--- src/rtl/mux_sel_arbiter_pkg.sv ---
// Shared constants, FSM encoding and helpers for the round-robin mux-select arbiter.
package mux_sel_arbiter_pkg;

  localparam int N_CH   = 8;
  localparam int SEL_W  = 3;
  localparam int DATA_W = 3;

  typedef enum logic [1:0] {
    ST_IDLE   = 2'd0,
    ST_SELECT = 2'd1,
    ST_HOLD   = 2'd2
  } state_t;

  // Pointer value after reset: the first search then starts at channel 0.
  localparam logic [SEL_W-1:0] PTR_RST = 3'd7;

  // Channel index to one-hot grant vector.
  function automatic logic [N_CH-1:0] idx_to_onehot(input logic [SEL_W-1:0] idx);
    logic [N_CH-1:0] oh;
    oh      = '0;
    oh[idx] = 1'b1;
    return oh;
  endfunction

endpackage

--- src/rtl/mux_sel_arbiter_rr_pick.sv ---
// Combinational round-robin picker: first set request bit searching upward
// from (last+1) with wrap-around. The channel at 'last' has lowest priority.
module mux_sel_arbiter_rr_pick
  import mux_sel_arbiter_pkg::*;
(
  input  logic [N_CH-1:0]  req,
  input  logic [SEL_W-1:0] last,
  output logic             found,
  output logic [SEL_W-1:0] idx
);

  // rot[k] is the request of channel (last + 1 + k) mod N_CH
  logic [N_CH-1:0]  rot;
  logic [SEL_W-1:0] off;

  for (genvar gi = 0; gi < N_CH; gi++) begin : g_rot
    localparam logic [SEL_W-1:0] OFS = SEL_W'(gi + 1);
    assign rot[gi] = req[last + OFS];
  end

  // Lowest set bit of the rotated vector is the nearest requester after 'last'.
  always_comb begin
    found = 1'b0;
    off   = '0;
    for (int i = N_CH - 1; i >= 0; i--) begin
      if (rot[i]) begin
        found = 1'b1;
        off   = SEL_W'(i);
      end
    end
  end

  // Undo the rotation; 3-bit arithmetic wraps modulo N_CH.
  assign idx = last + off + SEL_W'(1);

endmodule

--- src/rtl/mux_sel_arbiter.sv ---
// Round-robin arbiter driving the select of an 8:1 channel mux, capturing the
// mux word one cycle after the select settles and presenting it on valid/ready.
module mux_sel_arbiter
  import mux_sel_arbiter_pkg::*;
(
  input  logic              clk,
  input  logic              rst_n,
  input  logic [N_CH-1:0]   req,
  input  logic [DATA_W-1:0] mux_out,
  output logic [SEL_W-1:0]  sel,
  output logic [N_CH-1:0]   grant,
  output logic [DATA_W-1:0] data_out,
  output logic              valid_out,
  input  logic              ready_in,
  output logic              busy
);

  state_t            state_q, state_d;
  logic [SEL_W-1:0]  sel_q, sel_d;
  logic [N_CH-1:0]   grant_q, grant_d;
  logic [DATA_W-1:0] data_q, data_d;
  logic              valid_q, valid_d;
  logic              busy_q, busy_d;
  logic [SEL_W-1:0]  last_q, last_d;

  logic [SEL_W-1:0]  pick_ptr;
  logic              pick_found;
  logic [SEL_W-1:0]  pick_idx;

  // In HOLD the only search that matters is the one at the handshake, where the
  // channel being served (sel) becomes the new lowest-priority pointer.
  always_comb begin
    pick_ptr = (state_q == ST_HOLD) ? sel_q : last_q;
  end

  mux_sel_arbiter_rr_pick u_pick (
    .req   (req),
    .last  (pick_ptr),
    .found (pick_found),
    .idx   (pick_idx)
  );

  // Next-state and next-output logic for the IDLE/SELECT/HOLD sequence.
  always_comb begin
    state_d = state_q;
    sel_d   = sel_q;
    grant_d = grant_q;
    data_d  = data_q;
    valid_d = valid_q;
    last_d  = last_q;

    case (state_q)
      ST_IDLE: begin
        if (pick_found) begin
          sel_d   = pick_idx;
          grant_d = idx_to_onehot(pick_idx);
          state_d = ST_SELECT;
        end
      end

      ST_SELECT: begin
        // Mux has had a full cycle to settle on the registered select.
        data_d  = mux_out;
        valid_d = 1'b1;
        state_d = ST_HOLD;
      end

      ST_HOLD: begin
        if (ready_in) begin
          last_d  = sel_q;
          valid_d = 1'b0;
          if (pick_found) begin
            sel_d   = pick_idx;
            grant_d = idx_to_onehot(pick_idx);
            state_d = ST_SELECT;
          end else begin
            grant_d = '0;
            state_d = ST_IDLE;
          end
        end
      end

      default: begin
        grant_d = '0;
        valid_d = 1'b0;
        state_d = ST_IDLE;
      end
    endcase

    busy_d = (state_d != ST_IDLE);
  end

  // State and registered outputs; reset discards any in-flight word.
  always_ff @(posedge clk or negedge rst_n) begin
    if (!rst_n) begin
      state_q <= ST_IDLE;
      sel_q   <= '0;
      grant_q <= '0;
      data_q  <= '0;
      valid_q <= 1'b0;
      busy_q  <= 1'b0;
      last_q  <= PTR_RST;
    end else begin
      state_q <= state_d;
      sel_q   <= sel_d;
      grant_q <= grant_d;
      data_q  <= data_d;
      valid_q <= valid_d;
      busy_q  <= busy_d;
      last_q  <= last_d;
    end
  end

  assign sel       = sel_q;
  assign grant     = grant_q;
  assign data_out  = data_q;
  assign valid_out = valid_q;
  assign busy      = busy_q;

endmodule

--- config.mk ---
export PLATFORM = sky130hd
export DESIGN_NAME = mux_sel_arbiter
export DESIGN_NICKNAME = d
export VERILOG_FILES = /design/src/rtl/mux_sel_arbiter_pkg.sv /design/src/rtl/mux_sel_arbiter_rr_pick.sv /design/src/rtl/mux_sel_arbiter.sv
export SDC_FILE = /design/constraint.sdc
export NUM_CORES = 1
export LEC_CHECK = 0
export CORE_MARGIN = 3
export CORE_UTILIZATION = 40
export DETAILED_ROUTE_END_ITERATION = 16
export SYNTH_ARGS = -nofsm -noshare
export SYNTH_HDL_FRONTEND = slang
export SYNTH_SLANG_ARGS = --single-unit
--- constraint.sdc ---
create_clock -name clk -period 5.02 [get_ports clk]
set_clock_uncertainty 0.2 [all_clocks]
set_input_delay 1.004 -clock clk [delete_from_list [all_inputs] [get_ports clk]]
set_output_delay 1.004 -clock clk [all_outputs]
set_load 0.02 [all_outputs]
==> results_tabular.tex, run 1 <==
\begin{tabular}{lr}
\hline
Metric & Value \\
\hline
\multicolumn{2}{l}{\textbf{Outcome}} \\
\quad Outcome & finished, final reports clean \\
\multicolumn{2}{l}{\textbf{Synth}} \\
\quad Share of synthesized area occupied by flip-flops and latches & 36.4\% \\
\quad Synthesized instance count & 132 \\
\quad Share of async-settable or async-resettable flops after synthesis & 100\% \\
\quad Count of flip-flops with a built-in enable after synthesis & 0 \\
\quad Area of the mapped netlist & between 0.001 and 0.0015 mm2 \\
\quad Warnings from Yosys & 0 \\
\quad Number of distinct standard cells referenced by the synthesized netlist & 44 \\
\quad Net count after synthesis & about 150 \\
\quad Mean cell area of the mapped netlist & 11.0 um2 \\
\quad Most used flip-flop cell after synthesis & sky130\_fd\_sc\_hd\_\_dfrtp\_1 \\
\quad Flops \& latches, synth & 21 \\
\multicolumn{2}{l}{\textbf{CTS}} \\
\quad Number of buffers added by the clock tree synthesis step & 3 \\
\quad TritonCTS Sinks & 21 \\
\quad Hold-fix buffers at CTS & 0 \\
\quad Longest Clk Path Bufs & 2 \\
\quad CTS Root Cell & sky130\_fd\_sc\_hd\_\_clkbuf\_4 \\
\quad Clock latency at the later pin of the worst-skew pair & around 300 ps \\
\quad H-Tree Level Count & 1 \\
\quad CTS tree & done \\
\quad Clock transition at the registers of the reported paths & 120 ps \\
\multicolumn{2}{l}{\textbf{Layout}} \\
\quad Count of nets after finishing & roughly 180 \\
\quad Post-synthesis to final-layout area growth & 25.7\% \\
\quad Antenna diode count & 0 \\
\quad Share of final-layout standard cells stronger than drive strength 1 & 17.0\% \\
\quad Number of inserted filler cells in the final layout & 324 \\
\multicolumn{2}{l}{\textbf{Setup path}} \\
\quad Critical path type & reg -> reg \\
\quad Data arrival, critical path & approximately 4500 ps \\
\quad Endpoint class of the critical path & flip-flop \\
\quad CP max FO & 8 \\
\quad CP Launch Type & flip-flop \\
\quad Data required time at the worst endpoint & 5050 ps \\
\multicolumn{2}{l}{\textbf{STA}} \\
\quad Minimum period implied by the final worst setup slack & 4460 ps \\
\quad RSZ-0062 raised after global routing & false \\
\quad Worst rel slew slack & 38.4\% \\
\quad Pins over their slew limit & 0 \\
\quad Final worst-path cycle share & 88.8\% \\
\quad Minimum hold slack & between 300 and 400 ps \\
\quad Slew @ Worst Pin & 921 ps \\
\quad Setup total negative slack & 0 ps \\
\quad Final setup violation count & 0 \\
\quad Count of final hold-check violations & 0 \\
\quad Maximum clock frequency & around 220 MHz \\
\quad Setup slack after layout & 563 ps \\
\multicolumn{2}{l}{\textbf{Place}} \\
\quad HPWL Detailed & about 2400 um \\
\quad Post-placement setup slack & 456 ps \\
\quad Port buffer count & 29 \\
\quad Global placement routability congestion & 0.768 \\
\multicolumn{2}{l}{\textbf{Die}} \\
\quad Die height & about 66 um \\
\quad I/O pin count & 30 \\
\quad Width of the die & approximately 66 um \\
\quad Effective utilization at floorplan & a little over two fifths \\
\quad Placeable core region & 0.00342 mm2 \\
\quad Total number of placement rows & 21 \\
\quad Die Footprint & between 0.004 and 0.005 mm2 \\
\multicolumn{2}{l}{\textbf{Drt}} \\
\quad Total length of routed wires & approximately 3000 um \\
\quad Vias per Instance & 5.29 \\
\quad Pre-Repair DR Iteration Count & 4 \\
\quad Total via count after detailed routing & 1,116 \\
\quad Starting DRC count in detailed routing & 69 \\
\quad Residual antenna-violating net count after detailed routing & 0 \\
\quad Drt drc & 0 \\
\quad Post-detailed-route wirelength per cell & 14.0 um \\
\multicolumn{2}{l}{\textbf{GRT}} \\
\quad Number of global-route vias before repair & roughly 1.1k \\
\quad Global routing usage summed across all routing layers & between 10\% and 20\% \\
\quad Overflow left after global routing & 0 \\
\quad Pin count of the biggest net entering global routing & 22 \\
\quad Global-route wire length before repair & 5020 um \\
\quad Initial antenna violation count & 0 \\
\multicolumn{2}{l}{\textbf{Hold path}} \\
\quad Min-Delay Path Class & reg -> reg \\
\multicolumn{2}{l}{\textbf{Run}} \\
\quad Max-cap violations & 0 \\
\hline
\end{tabular}
## what timing repair did
action	CTS	global route
setup endpoints to repair	0	1
buffers inserted	0	0
gates resized for setup	0	1
## registers in the layout, summed over array words and instances, names as in the netlist
signal     cells
sel            3
valid_out      1
last_q         3
busy           1
grant          8
state_q        2
data_out       3
## cell families after synthesis
family	Yosys count	share of synthesized area [%]
AOI/OAI and AO/OA	30	17.8
xor gates and xnor gates	5	3.01
adders and majority gates	3	3.10
buffers and inverters	16	4.90
DFF	21	36.4
muxes	30	24.2
and+or+nand+nor	27	10.6
## final cells by class
| cell class | instances | area (um2) | area share (%) |
|---|---|---|---|
| flip-flops and latches | 21 | 529 | 28.9 |
| clock buffers | 3 | 22.5 | 1.23 |
| well taps | 46 | 57.6 | 3.15 |
| inverters | 14 | 52.6 | 2.87 |
| repair buffers | 31 | 305 | 16.7 |
| clock inverters | 1 | 5.00 | 0.274 |
| multi-input cells | 95 | 857 | 46.9 |
## final timing paths
kind	start	endpoint	slack, ps	depth (start not counted)
min	valid_out$_DFFE_PN0P_	valid_out$_DFFE_PN0P_	330	1
max in group asynchronous	rst_n	valid_out$_DFFE_PN0P_	3060	1
min in group asynchronous	rst_n	sel[1]$_DFFE_PN0P_	1000	1
min reg2reg	valid_out$_DFFE_PN0P_	valid_out$_DFFE_PN0P_	330	1
max reg2reg	state_q[0]$_DFF_PN0_	grant[5]$_DFFE_PN0P_	560	17
max	state_q[0]$_DFF_PN0_	grant[5]$_DFFE_PN0P_	560	17
## synthesized netlist by cell type, types with 2 or more instances
| cell | instances | area, um2 |
|---|---|---|
| sky130_fd_sc_hd__or2_2 | 3 | 18.8 |
| sky130_fd_sc_hd__dfstp_2 | 3 | 78.8 |
| sky130_fd_sc_hd__a21oi_1 | 3 | 15.0 |
| sky130_fd_sc_hd__nor2_1 | 3 | 11.3 |
| sky130_fd_sc_hd__o22ai_1 | 6 | 37.5 |
| sky130_fd_sc_hd__nand2_1 | 7 | 26.3 |
| sky130_fd_sc_hd__dfrtp_1 | 18 | 450 |
| sky130_fd_sc_hd__xnor2_1 | 4 | 35.0 |
| sky130_fd_sc_hd__o21ai_0 | 5 | 25.0 |
| sky130_fd_sc_hd__nand3_1 | 2 | 10.0 |
| sky130_fd_sc_hd__inv_1 | 14 | 52.6 |
| sky130_fd_sc_hd__mux2_2 | 5 | 56.3 |
| sky130_fd_sc_hd__ha_1 | 2 | 25.0 |
| sky130_fd_sc_hd__nand2b_1 | 3 | 18.8 |
| sky130_fd_sc_hd__mux2i_1 | 20 | 200 |
| sky130_fd_sc_hd__nor2b_1 | 3 | 18.8 |
| sky130_fd_sc_hd__a22o_1 | 4 | 35.0 |
## placed cells by master, fill, tap and decap left out, drive strengths merged, types with 3 or more instances in the layout
master | Yosys | layout
clkbuf | 0 | 3
nor2 | 3 | 3
o22ai | 6 | 6
nor2b | 3 | 3
clkdlybuf4s50 | 0 | 29
inv | 14 | 14
o21ai | 6 | 6
xnor2 | 4 | 4
or2 | 3 | 3
a22o | 4 | 4
nand2b | 3 | 3
dfrtp | 18 | 18
mux2i | 22 | 22
nand2 | 7 | 7
mux2 | 6 | 6
dfstp | 3 | 3
a21oi | 3 | 3
## through the flow
stage	area, um2	cells	utilization [%]
after global routing	1830	211	53.6
after global placement	1800	207	52.7
after CTS	1830	211	53.5
after detailed placement	1800	207	52.7
final	1830	211	53.6
after floorplan	1460	132	-
## metal layers
metal	up-vias	GRT usage (%)	wire length, um
li1	546	-	-
met1	533	17.4	1260
met2	31	26.1	1530
met3	6	2.38	133
met4	0	5.84	47
met5	-	0	0
## worst max-delay path, cell delays in order, from the launching register on
cell                       delay (ps)
sky130_fd_sc_hd__dfrtp_1          430
sky130_fd_sc_hd__nand2b_2         290
sky130_fd_sc_hd__mux2i_1          230
sky130_fd_sc_hd__inv_1            130
sky130_fd_sc_hd__ha_1             210
sky130_fd_sc_hd__xnor2_1          260
sky130_fd_sc_hd__mux4_2           590
sky130_fd_sc_hd__or2b_1           190
sky130_fd_sc_hd__a21boi_0          80
sky130_fd_sc_hd__o21ai_0          190
sky130_fd_sc_hd__ha_1             170
sky130_fd_sc_hd__inv_1             40
sky130_fd_sc_hd__fa_1             370
sky130_fd_sc_hd__xnor2_1          150
sky130_fd_sc_hd__nor2b_1          200
sky130_fd_sc_hd__nand3_1          110
sky130_fd_sc_hd__o32a_4           350
sky130_fd_sc_hd__o32ai_2          190
Power of run 1 is left out: the tool's default activity adds up to more than one toggle a clock period on the data nets, which glitch-free logic cannot reach.
==> run 2: changes to the inputs <==
--- a/config.mk
+++ b/config.mk
@@ -5,9 +5,13 @@
 export SDC_FILE = /design/constraint.sdc
 export NUM_CORES = 1
 export LEC_CHECK = 0
+export CELL_PAD_IN_SITES_DETAIL_PLACEMENT = 1
+export CELL_PAD_IN_SITES_GLOBAL_PLACEMENT = 1
 export CORE_MARGIN = 3
 export CORE_UTILIZATION = 40
 export DETAILED_ROUTE_END_ITERATION = 16
+export MAX_ROUTING_LAYER = met4
+export PLACE_DENSITY_LB_ADDON = 0.1
 export SYNTH_ARGS = -nofsm -noshare
 export SYNTH_HDL_FRONTEND = slang
 export SYNTH_SLANG_ARGS = --single-unit
==> run 2 against run 1 <==
Clock-buffer cell count up 1. Worst hold slack worse by 0.89 ps. Flip-flop and latch count unchanged. Cell count unchanged. Sequential share of layout area about the same. Critical path type unchanged.
==> results_tabular.tex, run 2 (synthesis gave the netlist of run 1 again) <==
\begin{tabular}{lr}
\hline
Metric & Value \\
\hline
\multicolumn{2}{l}{\textbf{CTS}} \\
\quad Longest Clk Path Bufs & 2 (unchanged) \\
\quad H-Tree Level Count & 1 (unchanged) \\
\quad Post-cts resize count & 0 (unchanged) \\
\quad Clock transition at the registers of the reported paths & 120 ps (about the same) \\
\quad TritonCTS Sinks & 21 (unchanged) \\
\quad Number of buffers added by the clock tree synthesis step & 3 (unchanged) \\
\quad Clock latency at the later pin of the worst-skew pair & 310 ps (about the same) \\
\quad Hold-fix buffers at CTS & 0 (unchanged) \\
\quad CTS Root Cell & sky130\_fd\_sc\_hd\_\_clkbuf\_4 \\
\quad CTS tree & done \\
\quad Setup fix buffers added after clock tree synthesis & 0 (unchanged) \\
\multicolumn{2}{l}{\textbf{STA}} \\
\quad Pins over their slew limit & 0 (unchanged) \\
\quad Maximum clock frequency & 217 MHz (-3.2\%) \\
\quad Worst rel slew slack & 38.7\% (+0.25 points) \\
\quad RSZ-0062 raised after global routing & false \\
\quad Count of final hold-check violations & 0 (unchanged) \\
\quad Slew @ Worst Pin & 917 ps (-3.77 ps) \\
\quad Minimum period implied by the final worst setup slack & 4610 ps (+148 ps) \\
\quad Setup total negative slack & 0 ps (unchanged) \\
\quad Final worst-path cycle share & 91.7\% (+2.9 points) \\
\quad Final setup violation count & 0 (unchanged) \\
\multicolumn{2}{l}{\textbf{Setup path}} \\
\quad Data required time at the worst endpoint & 5040 ps (about the same) \\
\quad Critical path type & reg -> reg \\
\quad Endpoint class of the critical path & flip-flop \\
\quad Worst Reg2Reg Path Length in Cells & 17 (unchanged) \\
\quad Critical register-to-register path startpoint & state\_q[0]\$\_DFF\_PN0\_ \\
\quad Slack of the worst reg-to-reg path & 410 ps (-150 ps) \\
\quad CP max FO & 8 (unchanged) \\
\quad CP Launch Type & flip-flop \\
\quad Critical path origin & state\_q[0]\$\_DFF\_PN0\_ \\
\quad Data arrival, critical path & 4630 ps (+150 ps) \\
\multicolumn{2}{l}{\textbf{Drt}} \\
\quad Vias per Instance & 5.44 (+2.9\%) \\
\quad Drt drc & 0 (unchanged) \\
\quad Pre-Repair DR Iteration Count & 4 (unchanged) \\
\quad Post-detailed-route wirelength per cell & 16.5 um (+18\%) \\
\quad Total via count after detailed routing & 1,148 (+2.9\%) \\
\quad Starting DRC count in detailed routing & 29 (-58\%) \\
\quad Residual antenna-violating net count after detailed routing & 0 (unchanged) \\
\quad Total length of routed wires & 3490 um (+18\%) \\
\multicolumn{2}{l}{\textbf{GRT}} \\
\quad Overflow left after global routing & 0 (unchanged) \\
\quad Initial antenna violation count & 0 (unchanged) \\
\quad Global-route wire length before repair & 5730 um (+14\%) \\
\quad Global routing usage summed across all routing layers & 17.6\% (+2.9 points) \\
\quad Number of global-route vias before repair & 1,246 (+12\%) \\
\quad Pin count of the biggest net entering global routing & 22 (unchanged) \\
\multicolumn{2}{l}{\textbf{Layout}} \\
\quad Post-synthesis to final-layout area growth & 25.6\% (about the same) \\
\quad Commonest non-fill, non-tap cell in the layout & sky130\_fd\_sc\_hd\_\_clkdlybuf4s50\_1 \\
\quad Count of nets after finishing & 183 (unchanged) \\
\quad Antenna diode count & 0 (unchanged) \\
\quad Share of final-layout standard cells stronger than drive strength 1 & 16.4\% (-0.61 points) \\
\quad Max FFs per register & 8 (unchanged) \\
\quad Top library cells by usage in the layout, fill and taps aside & sky130\_fd\_sc\_hd\_\_clkdlybuf4s50\_1, sky130\_fd\_sc\_hd\_\_mux2i\_1, sky130\_fd\_sc\_hd\_\_dfrtp\_1, sky130\_fd\_sc\_hd\_\_inv\_1, sky130\_fd\_sc\_hd\_\_nand2\_1 \\
\multicolumn{2}{l}{\textbf{Die}} \\
\quad I/O pin count & 30 (unchanged) \\
\quad Placeable core region & 0.00342 mm2 (unchanged) \\
\quad Width of the die & 66.3 um (unchanged) \\
\quad Total number of placement rows & 21 (unchanged) \\
\quad Die Footprint & 0.00440 mm2 (unchanged) \\
\quad Effective utilization at floorplan & 42.6\% (unchanged) \\
\quad Die height & 66.3 um (unchanged) \\
\multicolumn{2}{l}{\textbf{Outcome}} \\
\quad Outcome & finished, final reports clean \\
\multicolumn{2}{l}{\textbf{Run}} \\
\quad Max-cap violations & 0 (unchanged) \\
\multicolumn{2}{l}{\textbf{Place}} \\
\quad HPWL Detailed & 2890 um (+22\%) \\
\quad Port buffer count & 29 (unchanged) \\
\quad Global placement routability congestion & 0.772 (+0.57\%) \\
\multicolumn{2}{l}{\textbf{Hold path}} \\
\quad Start point of the worst min-delay path & valid\_out\$\_DFFE\_PN0P\_ \\
\quad Min-Delay Path Class & reg -> reg \\
\quad Worst Hold Depth & 1 (unchanged) \\
\hline
\end{tabular}
[run 2: stage by stage]
step                worst slack (ps)  cell area, um2  util [%]  instances  hold slack [ps]
floorplan                        684            1460         -        132              278
global placement                 596            1800      52.7        207              289
detailed placement               331            1800      52.7        207              300
CTS                              259            1830      53.4        211              327
global route                     107            1830      53.5        211              356
finish                           415            1830      53.5        211              325
[run 2: worst paths after layout]
path | endpoint
max | grant[5]$_DFFE_PN0P_
min | valid_out$_DFFE_PN0P_
max reg2reg | grant[5]$_DFFE_PN0P_
min reg2reg | valid_out$_DFFE_PN0P_
max in group asynchronous | grant[2]$_DFFE_PN0P_
min in group asynchronous | data_out[0]$_DFFE_PN0P_
[run 2: layout make-up]
type                    count  area [um2]
inverters                  14        52.6
clock buffers               4        26.3
fillers                   398        1590
flip-flops and latches     21         529
repair buffers             31         305
multi-input cells          95         857
well taps                  46        57.6
[run 2: critical path, stage by stage, from the launching register on]
cell and delay (ps):
sky130_fd_sc_hd__dfrtp_1 430, sky130_fd_sc_hd__nand2b_2 290, sky130_fd_sc_hd__mux2i_1 230, sky130_fd_sc_hd__inv_1 130, sky130_fd_sc_hd__ha_1 210, sky130_fd_sc_hd__xnor2_1 270, sky130_fd_sc_hd__mux4_2 600, sky130_fd_sc_hd__or2b_1 180
sky130_fd_sc_hd__a21boi_0 90, sky130_fd_sc_hd__o21ai_0 200, sky130_fd_sc_hd__ha_1 170, sky130_fd_sc_hd__inv_1 50, sky130_fd_sc_hd__fa_1 380, sky130_fd_sc_hd__xnor2_1 160, sky130_fd_sc_hd__nor2b_1 220, sky130_fd_sc_hd__nand3_1 120
sky130_fd_sc_hd__o32a_4 350, sky130_fd_sc_hd__o32ai_2 220
[run 2: routing by layer]
layer  GRT usage (%)  vias up  part of all wire [%]
li1                -      544                     -
met2            35.1       27                    56
met5               -        -                     0
met3            1.70        4                   3.3
met4            5.33        0                   1.3
met1            17.6      573                    40
Power of run 2 is left out for the same reason.
